==> src/rtl/otter_intr_pkg.sv <==
// rtl/otter_intr_pkg.sv - shared types and constants for the OTTER trap sequencer
package otter_intr_pkg;

  typedef enum logic [2:0] {
    IDLE  = 3'd0,
    ARMED = 3'd1,
    TAKE  = 3'd2,
    RET   = 3'd3,
    DRAIN = 3'd4
  } state_t;

  localparam logic [11:0] CSR_ADDR_MIE   = 12'h304;
  localparam logic [11:0] CSR_ADDR_MTVEC = 12'h305;
  localparam logic [11:0] CSR_ADDR_MEPC  = 12'h341;

  localparam int DRAIN_CYCLES_DEF = 3;

  function automatic logic is_busy(input state_t s);
    return (s == TAKE) || (s == RET) || (s == DRAIN);
  endfunction

endpackage

==> src/rtl/otter_intr_sync.sv <==
// rtl/otter_intr_sync.sv - INTR conditioning and rising-edge detect
// OTTER_INTR_SYNC_EN adds a 2-flop synchronizer ahead of the edge detector.
module otter_intr_sync (
  input  logic CLK,
  input  logic RST,
  input  logic INTR,
  output logic RISE
);

  logic w_cond;

`ifdef OTTER_INTR_SYNC_EN
  localparam int ARM_W = 3;
  logic [1:0] r_sync;

  always_ff @(posedge CLK) begin
    if (RST) r_sync <= '0;
    else     r_sync <= {r_sync[0], INTR};
  end

  assign w_cond = r_sync[1];
`else
  localparam int ARM_W = 1;
  assign w_cond = INTR;
`endif

  logic             r_edge;
  logic [ARM_W-1:0] r_arm;

  // A level already high when reset releases is not an edge: r_arm holds off
  // detection until the edge flop has seen the conditioned level once.
  always_ff @(posedge CLK) begin
    if (RST) begin
      r_edge <= 1'b0;
      r_arm  <= '0;
    end else begin
      r_edge <= w_cond;
      r_arm  <= (r_arm << 1) | ARM_W'(1);
    end
  end

  assign RISE = w_cond & ~r_edge & r_arm[ARM_W-1];

endmodule

==> src/rtl/otter_intr_ctrl.sv <==
// rtl/otter_intr_ctrl.sv - trap/interrupt sequencer driving CSR trap and PC redirect
// Optional input synchronizer selected by OTTER_INTR_SYNC_EN (see otter_intr_sync).
module otter_intr_ctrl
  import otter_intr_pkg::*;
#(
  parameter int DRAIN_CYCLES = DRAIN_CYCLES_DEF,
  parameter int CNT_W        = 4
) (
  input  logic        CLK,
  input  logic        RST,
  input  logic        INTR,
  input  logic        CSR_MIE,
  input  logic [31:0] CSR_MTVEC,
  input  logic [31:0] CSR_MEPC,
  input  logic        MRET,
  input  logic        BOUNDARY,
  input  logic [31:0] WB_PC,
  output logic        INT_TAKEN,
  output logic [31:0] EPC_OUT,
  output logic        REDIRECT,
  output logic [31:0] REDIRECT_PC,
  output logic        FLUSH,
  output logic        BUSY
);

  logic w_rise;
  state_t r_state, w_next;
  logic [CNT_W-1:0] r_cnt;
  logic r_pending;
  logic r_int_taken, r_redirect, r_busy;
  logic [31:0] r_epc, r_redirect_pc;

  otter_intr_sync u_sync (
    .CLK  (CLK),
    .RST  (RST),
    .INTR (INTR),
    .RISE (w_rise)
  );

  always_ff @(posedge CLK) begin
    if (RST) r_state <= IDLE;
    else     r_state <= w_next;
  end

  always_comb begin
    w_next = r_state;
    case (r_state)
      IDLE: begin
        if (MRET)                       w_next = RET;
        else if (r_pending && CSR_MIE)  w_next = ARMED;
      end
      ARMED: begin
        if (MRET)          w_next = RET;
        else if (!CSR_MIE) w_next = IDLE;
        else if (BOUNDARY) w_next = TAKE;
      end
      TAKE, RET: w_next = (DRAIN_CYCLES > 1) ? DRAIN : IDLE;
      DRAIN: begin
        if (r_cnt == CNT_W'(DRAIN_CYCLES - 1)) w_next = IDLE;
      end
      default: w_next = IDLE;
    endcase
  end

  // Outputs are registered off the next state so they line up with it.
  always_ff @(posedge CLK) begin
    if (RST) begin
      r_cnt         <= '0;
      r_pending     <= 1'b0;
      r_int_taken   <= 1'b0;
      r_redirect    <= 1'b0;
      r_busy        <= 1'b0;
      r_epc         <= '0;
      r_redirect_pc <= '0;
    end else begin
      r_cnt       <= (w_next == DRAIN) ? r_cnt + CNT_W'(1) : '0;
      r_int_taken <= (w_next == TAKE);
      r_redirect  <= (w_next == TAKE) || (w_next == RET);
      r_busy      <= is_busy(w_next);

      if (w_next == TAKE) r_pending <= 1'b0;
      else if (w_rise)    r_pending <= 1'b1;

      if (w_next == TAKE) begin
        r_epc         <= WB_PC;
        r_redirect_pc <= CSR_MTVEC;
      end else if (w_next == RET && !is_busy(r_state)) begin
        r_redirect_pc <= CSR_MEPC;
      end
    end
  end

  assign INT_TAKEN   = r_int_taken;
  assign EPC_OUT     = r_epc;
  assign REDIRECT    = r_redirect;
  assign REDIRECT_PC = r_redirect_pc;
  assign FLUSH       = r_busy;
  assign BUSY        = r_busy;

endmodule

==> config.mk <==
export PLATFORM = sky130hd
export DESIGN_NAME = otter_intr_ctrl
export DESIGN_NICKNAME = d
export VERILOG_FILES = /design/src/rtl/otter_intr_pkg.sv /design/src/rtl/otter_intr_sync.sv /design/src/rtl/otter_intr_ctrl.sv
export SDC_FILE = /design/constraint.sdc
export NUM_CORES = 1
export LEC_CHECK = 0
export CAP_MARGIN = 20
export CORE_UTILIZATION = 34
export DETAILED_ROUTE_END_ITERATION = 10
export PLACE_DENSITY = 0.86
export SYNTH_ARGS = -nofsm -noshare
export SYNTH_HDL_FRONTEND = slang
export SYNTH_SLANG_ARGS = --single-unit
==> constraint.sdc <==
create_clock -name CLK -period 1.85 [get_ports CLK]
set_clock_uncertainty 0.05 [all_clocks]
set_input_delay 0.185 -clock CLK [delete_from_list [all_inputs] [get_ports CLK]]
set_output_delay 0.185 -clock CLK [all_outputs]
set_load 0.02 [all_outputs]
==> key figures <==
Status
  – Status: complete, but fails checks
  – Failing checks: setup timing

Synth
  – Synth Area in Adders: 0.00857
  – Ys Warns: 0
  – Area contributors post-synth: dfxtp_1 53%, a22o_1 9.6%, nand2_1 8.4%
  – Top cells by count, synth: 77 x dfxtp_1, 65 x nand2_1, 32 x a22o_1, 32 x nand4_1, 32 x o211ai_1
  – EDFF count, synth: 0
  – Compound-cell area share of the yosys netlist: 0.208
  – Async set-reset flop share out of synthesis: 0
  – FF+latch count, synth: 77
  – Count leader, synth: dfxtp_1
  – XOR/XNOR share of the synthesized area: 0.00600
  – Yosys top cell area share: 0.528
  – Seq/Total Area, Yosys: 0.528
  – Most used flip-flop cell after synthesis: dfxtp_1
  – Syn_nets: 407
  – Post-Synth Simple-Gate Area: 0.188
  – Cell area after synthesis: 2920 µm²
  – Cells after synthesis: 303
  – Mean Syn Cell Area: 9.63 µm²
  – Synth area leader: dfxtp_1
  – Count of different cell masters after synthesis: 31
  – Largest family of logic cells by synthesized area: compound AO/OA/AOI/OAI gates
  – Post-synthesis mux area share: 0

Detailed routing
  – 1st-pass router iterations: 4
  – Drt first-iter violations: 97
  – Routed WL: 9000 µm
  – Vias per inst: 5.15
  – DRC: 0
  – Wirelength per Cell: 15.5 µm
  – Vias: 2,998
  – Post-DRT Antenna Nets: 0

STA
  – Setup violators final: 3
  – Worst Tran Pin Value: 395 ps
  – Setup WS post-layout: -6.73 ps
  – Final hold violations: 0
  – Slew Limit Fails: 0
  – Tcrit/Tclk final: 1.00
  – Fmax: 0.539 GHz
  – Final min period: 1860 ps
  – RSZ-0062 raised after global routing: yes
  – Slew HR: 0.735

Placed design
  – # port buffers: 169
  – Post-DP HPWL: 6300 µm
  – Dpl ws: -82.9 ps
  – Gpl congestion: 0.790

Floorplanning
  – Die X-Extent: 94.7 µm
  – Die area: 8960 µm²
  – I/O pins: 170
  – Die H: 94.7 µm
  – Row cnt: 33
  – Initial Util: 0.353
  – Core Box Area: 8260 µm²

Global route
  – Grt peak-use layer: met2
  – Met2 track demand over resource: 0.318
  – Met1 Usage GRT: 0.231
  – Pin count of the biggest net entering global routing: 42
  – All-Layer GR Usage: 0.194
  – Initial antenna violation count: 0
  – Met3 usage in global routing: 0.0781
  – Wire length of the first global-routing pass: 13,600 µm
  – Vias in the first global route: 2,841
  – Remaining Overflow, GRT: 0

Setup path
  – Worst Path Arrival: 2030 ps
  – Setup CP Type: register to register
  – Critical path data required time: 2030 ps
  – CP Launch Type: register
  – Worst Path Max Fanout: 8
  – CP Capture Type: register

Layout
  – Share of cells above drive strength 1: 0.0922
  – Post-layout util: 0.613
  – Area delta synth->final: 73.5%
  – N_diodes: 0
  – Final net count: 576

Power
  – Pwr/cell area: 900 nW/µm²
  – Peak supply drop: 376 µV
  – Lkg Pwr: 0.00183 µW

Clocking
  – CTS tree: yes
  – CTS H-tree lvls: 3
  – CTS max path bufs: 2
  – Root buffer cell: clkbuf_8
  – # hold bufs at CTS: 0
  – Clock Sinks: 77
  – Worst-Skew Late Latency: 350 ps
  – CTS Buf Count: 9
  – Reg clk slew, reported paths: 90 ps

Hold path
  – Worst Hold Class: input port to register

Flow run
  – Max cap viols: 0
==> registers in the layout, summed over array words and instances, names as in the netlist <==
register,count
r_state,3
REDIRECT,1
EPC_OUT,32
BUSY,1
u_sync.r_arm,1
r_cnt,4
r_pending,1
INT_TAKEN,1
u_sync.r_edge,1
REDIRECT_PC,32
==> cells in the final DEF (no fill, tap or decap), drive strengths merged, types with 2 or more instances in the layout <==
cell	n
clkdlybuf4s50	169
dfxtp	77
nand2	65
nand4	32
o211ai	32
a22o	32
buf	16
clkbuf	12
nor2	8
inv	5
nor2b	3
a31oi	3
ha	2
clkinvlp	2
clkinv	2
nor4	2
==> logic make-up after synthesis <==
group | count (synthesis)
flip-flops | 77
AO/OA/AOI/OAI | 72
XOR/XNOR | 2
buffers and inverters | 33
AND/OR/NAND/NOR | 117
adder cells (fa/ha/maj) | 2
==> path summary, 6_finish.rpt <==
kind	startpoint	endpoint	slack, ps	cells past startpoint
worst min-delay path	CSR_MEPC[0]	REDIRECT_PC[0]	350	3
worst max-delay path	r_cnt[0]	REDIRECT_PC[14]	-7	7
worst min register to register	REDIRECT_PC[29]	REDIRECT_PC[29]	430	2
worst max register to register	r_cnt[0]	REDIRECT_PC[14]	-7	7
==> routing by layer <==
layer	vias to the layer above	share of wire
met5	-	0
met4	0	0.011
met3	13	0.099
met2	130	0.47
met1	1408	0.42
li1	1447	-
==> cell type report <==
| type | count | area, µm² |
|---|---|---|
| flip-flops and latches | 77 | 1540 |
| multi-input cells | 193 | 1220 |
| well taps | 105 | 131 |
| inverters | 4 | 15.0 |
| clock inverters | 6 | 71.3 |
| fillers | 705 | 3190 |
| repair buffers | 187 | 1940 |
| clock buffers | 10 | 138 |
==> critical path, stage by stage (launching register included) <==
cell	delay (ps)
dfxtp_2	320
inv_1	50
ha_1	130
or3b_4	390
a31oi_4	260
and2_4	270
clkbuf_16	170
o211ai_1	100
==> power breakdown <==
group | switching, µW | total (µW) | leakage [µW] | internal [µW]
Sequential | 95.0 | 1920 | 0.000632 | 1820
Combinational | 622 | 1320 | 0.00110 | 695
Clock | 653 | 1320 | 0.0000991 | 669
Total | 1370 | 4560 | 0.00183 | 3190
==> through the flow <==
step	hold WS (ps)	cells	setup TNS, ps	area, µm²	total power (µW)
finish	353	582	-10.5	5060	4560
global route	350	582	-3520	5060	4790
CTS	340	579	0	4990	4520
detailed placement	405	562	-3230	4760	3180
global placement	401	562	-1910	4760	3140
floorplan	204	303	0	2920	2520
==> repair_timing <==
item,CTS,global route
endpoints found under the setup margin,33,64
pin swaps,0,6
cloned,0,3
resized for setup,4,4
buffers inserted,1,0
hold endpoints to repair,0,0
Power figures use the tool's default switching activity.
==> RTL change 1 (config.mk and constraints unchanged) <==
The 5 states of `state_t` get a one-hot encoding in 5 bits.
--- a/src/rtl/otter_intr_pkg.sv
+++ b/src/rtl/otter_intr_pkg.sv
@@ -3,8 +3,8 @@
 
-  typedef enum logic [2:0] {
-    IDLE  = 3'd0,
-    ARMED = 3'd1,
-    TAKE  = 3'd2,
-    RET   = 3'd3,
-    DRAIN = 3'd4
+  typedef enum logic [4:0] {
+    IDLE  = 5'b00001,
+    ARMED = 5'b00010,
+    TAKE  = 5'b00100,
+    RET   = 5'b01000,
+    DRAIN = 5'b10000
   } state_t;
Function: no difference found for any inputs over 10 cycles, from zero or initial values and one cycle with RST high; not proved beyond that.
==> RTL change 1 against the original RTL <==
- power shrank 16%
- area after synthesis grew 12%
- design area grew 5.5%
- combinational power shrank 33%
- routed wire length grew 11%
- setup slack gained 0.085 ns
- sequential cell count grew 2
==> RTL change 1: results (changes against the original RTL) <==
<table>
<tr><th>Metric</th><th>Value</th></tr>
<tr><th colspan="2">Synthesis</th></tr>
<tr><td>Arithmetic-cell share of the synthesized area counting full adders, half adders and majority gates</td><td>0.7628% (-0.094 points)</td></tr>
<tr><td>Number of nets produced by synthesis</td><td>460 (+13%)</td></tr>
<tr><td>Share of the yosys chip area belonging to registers</td><td>48.21% (-4.6 points)</td></tr>
<tr><td>Avg Synthesized Cell Area</td><td>9.215 um^2 (-4.3%)</td></tr>
<tr><td>Area fraction of the dominant cell type after synthesis</td><td>48.21% (-4.6 points)</td></tr>
<tr><td>Xor and xnor area share after synthesis</td><td>0.8009% (+0.20 points)</td></tr>
<tr><td>Synth top area cells</td><td>sky130_fd_sc_hd__dfxtp_1, sky130_fd_sc_hd__mux2i_1, sky130_fd_sc_hd__nand2_1, sky130_fd_sc_hd__a221oi_2, sky130_fd_sc_hd__a21oi_1</td></tr>
<tr><td>Fraction of synthesized area in multiplexers</td><td>9.764% (+9.8 points)</td></tr>
<tr><th colspan="2">Clock tree</th></tr>
<tr><td>Postcts setup bufs</td><td>0 (-1)</td></tr>
<tr><td>Number of resized instances in the post-cts repair step</td><td>0 (-4)</td></tr>
<tr><th colspan="2">STA</th></tr>
<tr><td>Worst rel slew slack</td><td>69.36% (-4.2 points)</td></tr>
<tr><th colspan="2">Global route</th></tr>
<tr><td>Total routing resource utilization after global routing</td><td>19.22% (-0.22 points)</td></tr>
<tr><td>Number of global-route vias before repair</td><td>3240 (+14%)</td></tr>
<tr><td>Wire length of the first global-routing pass</td><td>15230 um (+12%)</td></tr>
<tr><th colspan="2">Placed design</th></tr>
<tr><td>DP Cell Count</td><td>638 (+14%)</td></tr>
<tr><td>Area post-placement</td><td>5129 um^2 (+7.7%)</td></tr>
<tr><th colspan="2">Worst setup path</th></tr>
<tr><td>Worst setup startpoint</td><td>r_state[4]</td></tr>
<tr><td>Arrival time at the worst endpoint</td><td>1.96 ns (-0.07 ns)</td></tr>
<tr><td>Critical-path top delay cell</td><td>sky130_fd_sc_hd__dfxtp_1</td></tr>
<tr><td>Critical-path maximum fanout</td><td>16 (+8)</td></tr>
<tr><th colspan="2">Routing</th></tr>
<tr><td>Vias per std cell</td><td>4.940 (-4.1%)</td></tr>
<tr><td>Routed wirelength normalized by instance count</td><td>15.27 um (-1.2%)</td></tr>
<tr><td>Final WL</td><td>10000 um (+11%)</td></tr>
<tr><td>Detailed router's first-iteration violation count</td><td>137 (+41%)</td></tr>
<tr><th colspan="2">Run status</th></tr>
<tr><td>Result of the run</td><td>finished, final reports clean</td></tr>
<tr><th colspan="2">Finish</th></tr>
<tr><td>Number of nets at the end of the flow</td><td>625 (+8.5%)</td></tr>
<tr><td>Proportion of layout cells with a drive suffix above 1</td><td>9.506% (+0.28 points)</td></tr>
<tr><th colspan="2">Power and ir drop</th></tr>
<tr><td>LEAKAGE</td><td>0.001836 uW (+0.22%)</td></tr>
<tr><th colspan="2">Worst hold path</th></tr>
<tr><td>Hold path start</td><td>RST</td></tr>
</table>
[RTL change 1: changes by cell type after synthesis, sizes merged, moves of 29 or more]
cell    change
a21oi      +32
o211ai     -29
a22o       -32
a221oi     +32
nor2       +32
nand4      -31
mux2i      +32
[RTL change 1: area by class of cell]
cell class / instances / area (um^2) / area share, %
Timing Repair Buffer: 184 / 1871 / 35.00
Sequential cell: 79 / 1582 / 29.59
Multi-Input combinational cell: 242 / 1546 / 28.94
Tap cell: 129 / 161.4 / 3.020
Clock buffer: 10 / 127.6 / 2.388
Clock inverter: 6 / 37.54 / 0.7024
Inverter: 5 / 18.77 / 0.3512
[RTL change 1: power breakdown]
| part | internal (uW) | switching, uW |
|---|---|---|
| clock | 480 | 623 |
| sequential | 1800 | 58.8 |
| combinational | 488 | 397 |
| total | 2770 | 1080 |
[RTL change 1: worst paths after layout]
| kind | to | slack, ns | cells past startpoint |
|---|---|---|---|
| hold / removal | u_sync.r_arm | 0.05 | 2 |
| setup / recovery | REDIRECT_PC[14] | 0.08 | 5 |
| setup reg to reg | REDIRECT_PC[14] | 0.08 | 5 |
| hold reg to reg | EPC_OUT[26] | 0.41 | 2 |
[RTL change 1: metrics by stage]
stage | hold WS (ns) | total power [uW] | setup slack [ns] | util, %
after detailed placement | 0.3985 | 2775 | -0.1493 | 55.24
final | 0.05277 | 3847 | 0.07779 | 57.56
after global placement | 0.3880 | 2748 | -0.05515 | 55.24
after floorplan | 0.2632 | 2286 | 0.08627 | -
after global routing | 0.03772 | 4042 | 0.008687 | 57.56
after CTS | 0.03338 | 3884 | 0.01824 | 57.02
[RTL change 1: metal layers]
metal	up-vias	GRT usage (%)	share of wire, %
li1	1581	-	-
met1	1508	21.02	40
met2	125	35.41	52
met3	22	4.387	6.4
met4	0	8.250	2.0
met5	-	0	0
==> RTL change 2 (config.mk and constraints unchanged) <==
Without the edit above. Build with the macro `OTTER_INTR_SYNC_EN` defined.
--- a/src/rtl/otter_intr_sync.sv
+++ b/src/rtl/otter_intr_sync.sv
@@ -2,2 +2,4 @@
 // OTTER_INTR_SYNC_EN adds a 2-flop synchronizer ahead of the edge detector.
+`define OTTER_INTR_SYNC_EN
+
 module otter_intr_sync (
Function: changed (Yosys sat finds a counterexample within 10 cycles, from zero or initial values and one cycle with RST high).
==> RTL change 2 against the original RTL <==
- the flow still finishes with violations (negative setup slack)
- setup slack worse by 0.017 ns
- cell count up 4.8%
- count of clock-buffer cells in the layout down 1
- power up 5.7%
- sequential cell count up 4
- area after synthesis up 3.7%
- die area up 3.7%
- critical endpoint is now EPC_OUT[24]
- design area up 8.3%
- sequential share of layout area down 0.88 points
- clock power up 5%
- core utilization up 1.9 points
- routed wire length up 12%
==> RTL change 2: results (changes against the original RTL) <==
<table>
<tr><th>Metric</th><th>Value</th></tr>
<tr><th colspan="2">Worst setup path</th></tr>
<tr><td>Critical-path maximum fanout</td><td>33 (+25)</td></tr>
<tr><td>Arrival time at the worst endpoint</td><td>2.06 ns (+0.03 ns)</td></tr>
<tr><td>Cells on worst reg2reg path</td><td>8 (+1)</td></tr>
<tr><th colspan="2">Global route</th></tr>
<tr><td>Wire length of the first global-routing pass</td><td>14150 um (+4.3%)</td></tr>
<tr><td>Number of global-route vias before repair</td><td>3043 (+7.1%)</td></tr>
<tr><td>Total routing resource utilization after global routing</td><td>20.30% (+0.86 points)</td></tr>
<tr><th colspan="2">Power and ir drop</th></tr>
<tr><td>Max VDD drop</td><td>0.4066 mV (+8.2%)</td></tr>
<tr><td>LEAKAGE</td><td>0.002025 uW (+11%)</td></tr>
<tr><th colspan="2">Routing</th></tr>
<tr><td>Number of iterations in the first detailed-routing pass</td><td>5 (+1)</td></tr>
<tr><td>Detailed router's first-iteration violation count</td><td>104 (+7.2%)</td></tr>
<tr><td>Overall via count from detail_route</td><td>3193 (+6.5%)</td></tr>
<tr><th colspan="2">Synthesis</th></tr>
<tr><td>Cells after synthesis</td><td>312 (+3.0%)</td></tr>
<tr><td>Synth Area in Compound Gates</td><td>20.04% (-0.75 points)</td></tr>
<tr><td>Ranking of synthesized cells by instance count</td><td>sky130_fd_sc_hd__dfxtp_1, sky130_fd_sc_hd__nand2_1, sky130_fd_sc_hd__a22o_1, sky130_fd_sc_hd__nand4_1, sky130_fd_sc_hd__o211ai_1</td></tr>
<tr><td>Synth top area cells</td><td>sky130_fd_sc_hd__dfxtp_1, sky130_fd_sc_hd__a22o_1, sky130_fd_sc_hd__nand2_1, sky130_fd_sc_hd__o211ai_1, sky130_fd_sc_hd__nand4_1</td></tr>
<tr><td>Number of nets produced by synthesis</td><td>416 (+2.2%)</td></tr>
<tr><td>Arithmetic-cell share of the synthesized area counting full adders, half adders and majority gates</td><td>0.8264% (-0.031 points)</td></tr>
<tr><th colspan="2">Run status</th></tr>
<tr><td>Result of the run</td><td>complete, but fails checks</td></tr>
<tr><td>Violations in the final reports</td><td>negative setup slack</td></tr>
<tr><th colspan="2">Worst hold path</th></tr>
<tr><td>Min-Delay Endpoint</td><td>u_sync.r_sync[0]</td></tr>
<tr><td>Hold path start</td><td>INTR</td></tr>
<tr><td>Hold Path Stages</td><td>2 (-1)</td></tr>
<tr><th colspan="2">Placed design</th></tr>
<tr><td>DP Cell Count</td><td>581 (+3.4%)</td></tr>
<tr><td>Gpl congestion</td><td>0.6672 (-16%)</td></tr>
<tr><th colspan="2">STA</th></tr>
<tr><td>Setup-violating endpoint count in the final report</td><td>4 (+1)</td></tr>
<tr><td>Slack of the critical path</td><td>-0.02325 ns (-0.01652 ns)</td></tr>
<tr><td>Sum Neg Setup Slack</td><td>-0.04440 ns (-0.03393 ns)</td></tr>
<tr><th colspan="2">Finish</th></tr>
<tr><td>Number of nets at the end of the flow</td><td>602 (+4.5%)</td></tr>
<tr><td>Proportion of layout cells with a drive suffix above 1</td><td>13.55% (+4.3 points)</td></tr>
</table>
[RTL change 2: cell types whose count changed after synthesis]
| cell | change |
|---|---|
| sky130_fd_sc_hd__nor2b_1 | +4 |
| sky130_fd_sc_hd__clkbuf_1 | +1 |
| sky130_fd_sc_hd__dfxtp_1 | +4 |
[RTL change 2: repair_timing]
| item | 4_1_cts | 5_1_grt |
|---|---|---|
| gates cloned | 3 | 4 |
| pin swaps | 2 | 24 |
| buffers inserted | 8 | 1 |
| endpoints found under the setup margin | 69 | 69 |
| endpoints found under the hold margin | 0 | 0 |
| gates resized for setup | 16 | 12 |
[RTL change 2: stage by stage]
stage,cell area (um^2),total power (uW),hold slack [ns],utilization [%]
floorplan,3028,2590,0.2632,-
global placement,4931,3246,0.3678,56.82
detailed placement,4931,3273,0.3781,56.82
CTS,5339,4755,0.3368,61.52
global route,5484,5024,0.3464,63.19
finish,5484,4816,0.3465,63.19
[RTL change 2: how the worst max path moves through the flow]
stage / depth (start not counted) / from / slack [ns] / endpoint
floorplan: 7 / r_cnt[0] / 0.03 / EPC_OUT[22]
global placement: 7 / CSR_MIE / -0.05 / REDIRECT_PC[10]
detailed placement: 7 / CSR_MIE / -0.14 / REDIRECT_PC[8]
CTS: 8 / r_cnt[0] / -0.004 / EPC_OUT[2]
global route: 8 / r_cnt[0] / -0.08 / EPC_OUT[14]
finish: 8 / r_cnt[0] / -0.02 / EPC_OUT[24]
[RTL change 2: area by class of cell]
cell class	instances	share of cell area (%)
clock buffers	9	2.259
inverters	4	0.2738
well taps	108	2.464
repair buffers	205	40.45
flip-flops and latches	81	29.61
clock inverters	6	1.529
multi-input cells	197	23.41
[RTL change 2: power by group]
part | switching [uW] | internal [uW]
combinational | 642 | 784
clock | 638 | 748
sequential | 96.2 | 1910
[RTL change 2: logic make-up (layout without fill, tap and decap cells)]
kind of cell / Yosys count / after routing
fa+ha+maj: 2 / 2
compound gates: 72 / 72
simple gates: 121 / 121
xor+xnor: 2 / 2
flops: 81 / 81
buf+inv: 34 / 224
[RTL change 2: worst max-delay path, cell delays in order, from the launching register on]
cell	delay [ns]
sky130_fd_sc_hd__dfxtp_2	0.33
sky130_fd_sc_hd__inv_2	0.06
sky130_fd_sc_hd__ha_4	0.12
sky130_fd_sc_hd__or3b_4	0.38
sky130_fd_sc_hd__a31oi_4	0.19
sky130_fd_sc_hd__buf_6	0.14
sky130_fd_sc_hd__a31oi_4	0.09
sky130_fd_sc_hd__buf_12	0.19
sky130_fd_sc_hd__a22o_1	0.21
[RTL change 2: layer usage]
layer	vias to the layer above	track usage (%)	share of wire, %
li1	1503	-	-
met1	1509	20.10	37
met2	159	37.00	49
met3	22	8.138	11
met4	0	9.436	2.3
met5	-	0	0
